<file path="config.mk">
export PLATFORM = sky130hd
export DESIGN_NAME = timer_sequencer
export DESIGN_NICKNAME = d
export VERILOG_FILES = /design/src/rtl/timer_sequencer.sv
export SDC_FILE = /design/constraint.sdc
export NUM_CORES = 1
export LEC_CHECK = 0
export ABC_AREA = 1
export CORE_MARGIN = 5
export CORE_UTILIZATION = 45
export CTS_CLUSTER_SIZE = 16
export DETAILED_ROUTE_END_ITERATION = 12
export PLACE_DENSITY = 0.65
export SKIP_CTS_REPAIR_TIMING = 1
export SLEW_MARGIN = 15
export SYNTH_ARGS = -nofsm -noshare
export SYNTH_HDL_FRONTEND = slang
export SYNTH_SLANG_ARGS = --single-unit
</file>
<file path="constraint.sdc">
create_clock -name clk -period 1.5 [get_ports clk]
set_input_delay 0.45 -clock clk [delete_from_list [all_inputs] [get_ports clk]]
set_output_delay 0.45 -clock clk [all_outputs]
set_load 0.005 [all_outputs]
</file>
<file path="src/rtl/timer_sequencer.sv">
// Control FSM for a 4-bit shift/down-counter datapath: detects a serial start pattern,
// shifts in a delay value, paces the countdown with a prescaler and holds done until ack.
module timer_sequencer #(
    parameter int unsigned        PAT_LEN   = 4,
    parameter logic [PAT_LEN-1:0] PATTERN   = 4'b1101,
    parameter int unsigned        SHIFT_LEN = 4,
    parameter int unsigned        TICK_DIV  = 1000,
    parameter int unsigned        TICK_W    = 10
) (
    input  logic                 clk,
    input  logic                 rst_n,
    input  logic                 data,
    input  logic                 ack,
    input  logic [SHIFT_LEN-1:0] cnt_value,
    output logic                 shift_ena,
    output logic                 count_ena,
    output logic                 counting,
    output logic                 done
);

    localparam int unsigned       SC_W       = (SHIFT_LEN > 1) ? $clog2(SHIFT_LEN) : 1;
    localparam logic [SC_W-1:0]   SHIFT_LAST = SC_W'(SHIFT_LEN - 1);
    localparam logic [TICK_W-1:0] PRE_LAST   = TICK_W'(TICK_DIV - 1);

    typedef enum logic [1:0] {StIdle, StShift, StCount, StDone} state_e;

    state_e              state_q;
    logic [PAT_LEN-1:0]  hist_q;
    logic [PAT_LEN-1:0]  hist_next;
    logic [SC_W-1:0]     shift_cnt_q;
    logic [TICK_W-1:0]   pre_q;
    logic                pre_last;

    assign hist_next = {hist_q[PAT_LEN-2:0], data};
    assign pre_last  = (pre_q == PRE_LAST);

    // Suppressed at zero so the datapath counter never wraps to all-ones.
    assign count_ena = (state_q == StCount) && pre_last && (cnt_value != '0);

    always_ff @(posedge clk or negedge rst_n) begin
        if (!rst_n) begin
            state_q     <= StIdle;
            hist_q      <= '0;
            shift_cnt_q <= '0;
            pre_q       <= '0;
            shift_ena   <= 1'b0;
            counting    <= 1'b0;
            done        <= 1'b0;
        end else begin
            unique case (state_q)
                StIdle: begin
                    hist_q <= hist_next;
                    if (hist_next == PATTERN) begin
                        state_q     <= StShift;
                        shift_cnt_q <= '0;
                        shift_ena   <= 1'b1;
                    end
                end
                StShift: begin
                    shift_cnt_q <= shift_cnt_q + SC_W'(1);
                    if (shift_cnt_q == SHIFT_LAST) begin
                        state_q   <= StCount;
                        pre_q     <= '0;
                        shift_ena <= 1'b0;
                        counting  <= 1'b1;
                    end
                end
                StCount: begin
                    if (pre_last) begin
                        pre_q <= '0;
                        if (cnt_value == '0) begin
                            state_q  <= StDone;
                            counting <= 1'b0;
                            done     <= 1'b1;
                        end
                    end else begin
                        pre_q <= pre_q + TICK_W'(1);
                    end
                end
                StDone: begin
                    // History is flushed so a fresh, complete pattern is needed to re-arm.
                    if (ack) begin
                        state_q <= StIdle;
                        hist_q  <= '0;
                        done    <= 1'b0;
                    end
                end
                default: begin
                    state_q <= StIdle;
                end
            endcase
        end
    end

endmodule

</file>
Yosys cells after proc, flatten, opt, wreduce, memory -nomap -nowiden
Index checks and enable logic that the tools add are counted.
Storage, ports and cells
  register bits after elaboration: 20
  input port bits: 8
  output and inout bits: 4
  logic and storage cells: 60
Cells by class
  add/sub/neg operators: 2
  equality and inequality tests: 11
  multiplexer cells: 24
  reductions and logical operators: 16
Operators by type and width (count)
  $mux 10: 2
  $pmux 10 s2: 1
  $mux 2: 6
  $add 10x1->10 const B: 1
  $eq 10x10->1 const B: 1
  $mux 1: 8
  $ne 2x2->1 const B: 4
  $pmux 2 s4: 1
  $reduce_and 4->1: 2
  $reduce_bool 2->1: 4
  $eq 2x2->1 const B: 3
  $pmux 1 s2: 3
  $pmux 3 s2: 1
  $reduce_and 2->1: 3
  $reduce_and 5->1: 1
  $eq 4x4->1 const B: 1
  $logic_not 4->1: 1
  $pmux 2 s2: 1
  $reduce_bool 4->1: 1
  $mux 3: 1
  $reduce_and 3->1: 1
  $add 2x1->2 const B: 1
  $eq 2x1->1 const B: 1
  $logic_and 1x1->1: 2
  other kinds (2): 2

Depth between registers and ports, before layout
  depth in word-level cells: 4
  mapped depth: 10
  mapped depth without buffers: 10

Worst setup path before layout
OpenSTA, ideal clock, no wires.
  kind: reg-to-output
  from: reg state_q[0]
  to: out count_ena
  arrival time: 1.064 ns
  required time: 1.050 ns
  setup slack: -0.014 ns
  stages on the path, launching flop included: 5
  cell sequence: dfrtp_1 -> inv_1 -> ha_1 -> nand2_1 -> nor2_1
Between the ends
  cells in the longest elaborated chain, start to end: 3
Ends and longest elaborated chain
  start, declared: line 27  | state_e state_q;
  start signal, assigned: line 42  | state_q <= StIdle;
  start signal, assigned: line 54  | state_q <= StShift;
  start signal, assigned: line 62  | state_q <= StCount;
  $eq 2x2->1: line 38  | assign count_ena = (state_q == StCount) && pre_last && (cnt_value != '0);
  $logic_and 1x1->1 (2 in a row): line 38
  end, declared: line 16  | output logic count_ena,
Every way passes these cells.

Final worst setup path
  from: reg pre_q[0]
  to: out count_ena
Between the ends
  cells in the longest elaborated chain, start to end: 3
Ends and longest elaborated chain
  start, declared: line 31  | logic [TICK_W-1:0] pre_q;
  start signal, assigned: line 77  | pre_q <= pre_q + TICK_W'(1);
  $eq 10x10->1: line 35  | assign pre_last = (pre_q == PRE_LAST);
  $logic_and 1x1->1 (2 in a row): line 38
Every way passes these cells.

==> summary.md <==
| Metric | Value |
|---|---|
| LEAKAGE | `0.8587 nW` |
| DR WL/cell | `13.32 µm` |
| R2R Path Start | `pre_q[0]$_DFFE_PN0P_` |
| EDFF count, synth | `0` |
| CP Cell Sequence | `ha_2 -> nand2_2 -> inv_2 -> nand3_2 -> nor2_1 -> buf_2` |
| Number of global-route vias before repair | `1126` |
| P_sw | `1.178 mW` |
| Post-Syn Instances | `approximately 150` |
| Setup crit start kind | `flop` |
| First-pass GRT wire length | `approximately 4.7 mm` |
| Placed Area | `~1500 µm²` |
| DIE AREA | `3683 µm²` |
| Final net count | `217` |
| H-tree levels | `1` |
| Later-pin clock latency in the skew report | `0.32 ns` |
| R2r setup slk | `-0.08 ns` |
| Die height | `60.69 µm` |
| Area of the core | `2477 µm²` |
| Reg2reg end | `pre_q[4]$_DFFE_PN0P_` |
| Comb pwr share | `58.8%` |
| Design area | `1777 µm²` |
| Switching Fraction | `39.04%` |
| Area contributors post-synth | `dfrtp_1 43%, nand2_1 14%, ha_1 7.6%` |
| Maximum Capacitance Violations | `0` |
| Outcome | `finished, violations left` |
| CTS tree | `yes` |
| Syn Std Cell Area | `approximately 1200 µm²` |
| Leading area contributor after synthesis | `dfrtp_1` |
| Via count | `1158` |
| Crit path kind | `flop to output pin` |
| Max VDD drop | `approximately 0.0012 V` |
| Pwr Total | `3.017 mW` |
| Reg2Reg Depth | `9` |
| Yosys warnings | `0` |
| Detailed Place HPWL | `between 2 and 2.5 mm` |
| Final Max Slew Viols | `0` |
| Flop pwr share | `between 20% and 30%` |
| Setup ws final | `-0.2785 ns` |
| Placed insts | `217` |
| Hold crit path type | `input pin to asynchronous set/reset pin` |
| Total wire length | `3.077 mm` |
| CP max stage cell | `dfrtp_1` |
| Clock Path Buffers | `2` |
| Initial antenna violation count | `0` |
| Ys flop type | `dfrtp_1` |
| Post-Syn Area per Cell | `7.606 µm²` |
| Clock Root Buffer | `clkbuf_4` |
| Final Hold Fails | `0` |
| Failing checks | `setup timing` |
| Worst EP arrival | `~1.3 ns` |
| Crit end category | `output pin` |
| Slowest cell delay on critical path | `0.39 ns` |
| Fmax | `between 500 and 600 MHz` |
| #FFs+latches synth | `20` |
| Internal power | `about 1.8 mW` |
| I/O pins | `12` |
| Crit path required time | `1.05 ns` |
| Worst-path fanout max | `2` |
| Iter 0 DRT Violations | `76` |
| Initial core utilization | `a little under half` |
| Pwr Density | `1698 nW/µm²` |
| Clock slew at reported path FFs | `0.14 ns` |
| Syn nets | `167` |
| Area grow syn2layout | `53.68%` |
| I/O Buffers | `11` |
| Sequential cell area fraction in the yosys report | `a little over two fifths` |
| Number of fill cells | `195` |
| Total global routing overflow | `0` |
| Tot GR Track Use | `16.86%` |
| Finish-stage setup viols | `14` |
| Layout Skew | `approximately 0.017 ns` |
| Min Tclk post-route | `~1.8 ns` |
| Ys async rst share | `between 90% and 100%` |
| Synth cell types | `19` |
| Final period util | `118.6%` |
| Worst slew pin tran | `approximately 0.27 ns` |
| Largest net degree at the start of global routing | `21` |
| DR pass1 iterations | `4` |
| Worst relative slew slack | `82.05%` |
| Vias/cell | `5.013` |
| Non-filler cells in the finished layout | `between 200 and 250` |
| Detailed-route DRC error count | `0` |
| Yosys top cell area share | `43.29%` |
| Clk pwr share | `between 10% and 20%` |
| Die W | `60.69 µm` |
| Routed Antenna Nets | `0` |
| # clock sinks | `20` |
| Gpl congestion | `0.8327` |
| RSZ-0062 raised after global routing | `true` |
| Num CTS Buffers | `3` |
| Row cnt | `18` |
| Fraction of layout cells with a size suffix above 1 | `35.82%` |
| # diodes | `0` |
logic make-up (layout without fill, tap and decap cells):
| family | count (synthesis) | count (layout) | synth area share, % |
|---|---|---|---|
| simple gates | 91 | 91 | 35.06 |
| flops | 20 | 20 | 43.29 |
| compound gates | 18 | 18 | 8.441 |
| buf+inv | 15 | 64 | 4.870 |
| fa+ha+maj | 7 | 7 | 7.575 |
| xor+xnor | 1 | 1 | 0.7577 |
power groups by stage:
stage	Clock (mW)	Combinational [mW]	Sequential (mW)
after floorplan	0	0.729	0.788
after global placement	0	1.24	0.772
after detailed placement	0	1.29	0.780
after CTS	0.458	1.30	0.768
after global routing	0.478	1.98	0.805
final	0.460	1.77	0.783
how the worst max path moves through the flow:
| stage | endpoint | start | slack [ns] |
|---|---|---|---|
| 2_1_floorplan | count_ena | state_q[0]$_DFFE_PN0P_ | 0.04 |
| 3_3_place_gp | count_ena | cnt_value[3] | -0.60 |
| 3_5_place_dp | count_ena | cnt_value[1] | -0.61 |
| 4_1_cts | count_ena | pre_q[0]$_DFFE_PN0P_ | -0.65 |
| 5_1_grt | count_ena | pre_q[0]$_DFFE_PN0P_ | -0.34 |
| 6_report | count_ena | pre_q[0]$_DFFE_PN0P_ | -0.28 |
state kept, by name, summed over array words and instances, names as in the netlist:
name / cells
done: 1
shift_ena: 1
shift_cnt_q: 2
state_q: 2
counting: 1
hist_q: 3
pre_q: 10
per-layer routing:
layer | share of wire [%] | GRT usage, % | vias up
li1 | - | - | 590
met1 | 41 | 20.29 | 559
met2 | 56 | 30.84 | 5
met3 | 1.7 | 2.340 | 4
met4 | 1.2 | 5.263 | 0
met5 | 0 | 0 | -
layout make-up:
cell class / instances / area [µm²] / area share, %
Multi-Input combinational cell: 117 / 743.2 / 41.83
Sequential cell: 20 / 500.5 / 28.17
Clock inverter: 1 / 30.03 / 1.690
Tap cell: 30 / 37.54 / 2.113
Timing Repair Buffer: 45 / 386.6 / 21.76
Inverter: 15 / 56.30 / 3.169
Clock buffer: 3 / 22.52 / 1.268
synthesized netlist by cell type, drive strengths merged, types with 2 or more instances:
master	n
dfrtp	20
o21bai	2
nor2	24
inv	15
ha	7
a21oi	3
o21ai	11
nand3	12
nand2	47
or2	2
nand4	5
placed cells by master, fill, tap and decap left out, types with 7 or more instances in the layout:
| cell type | count |
|---|---|
| nand2_1 | 36 |
| buf_4 | 29 |
| nor2_1 | 20 |
| dfrtp_1 | 20 |
| inv_1 | 11 |
| o21ai_0 | 9 |
| nand3_1 | 7 |
| clkdlybuf4s50_1 | 7 |
per-stage QoR:
stage | utilization (%) | setup WS, ns | setup TNS (ns) | hold WS [ns]
3_3_place_gp | 60.00 | -0.6006 | -1.196 | 0.4573
3_5_place_dp | 60.00 | -0.6059 | -1.476 | 0.4625
5_1_grt | 71.72 | -0.3393 | -2.353 | 0.5019
4_1_cts | 62.12 | -0.6479 | -1.555 | 0.4767
2_1_floorplan | - | 0.03915 | 0 | 0.1544
6_report | 71.72 | -0.2785 | -0.7781 | 0.4540
critical path: cells and delay by family, from the launching register on:
kind / cells / cell delay [ns]
DFF: 1 / 0.39
buffers and inverters: 2 / 0.18
and+or+nand+nor: 3 / 0.24
adders and majority gates: 1 / 0.20
Note: power is estimated with default switching activity, not from simulation.
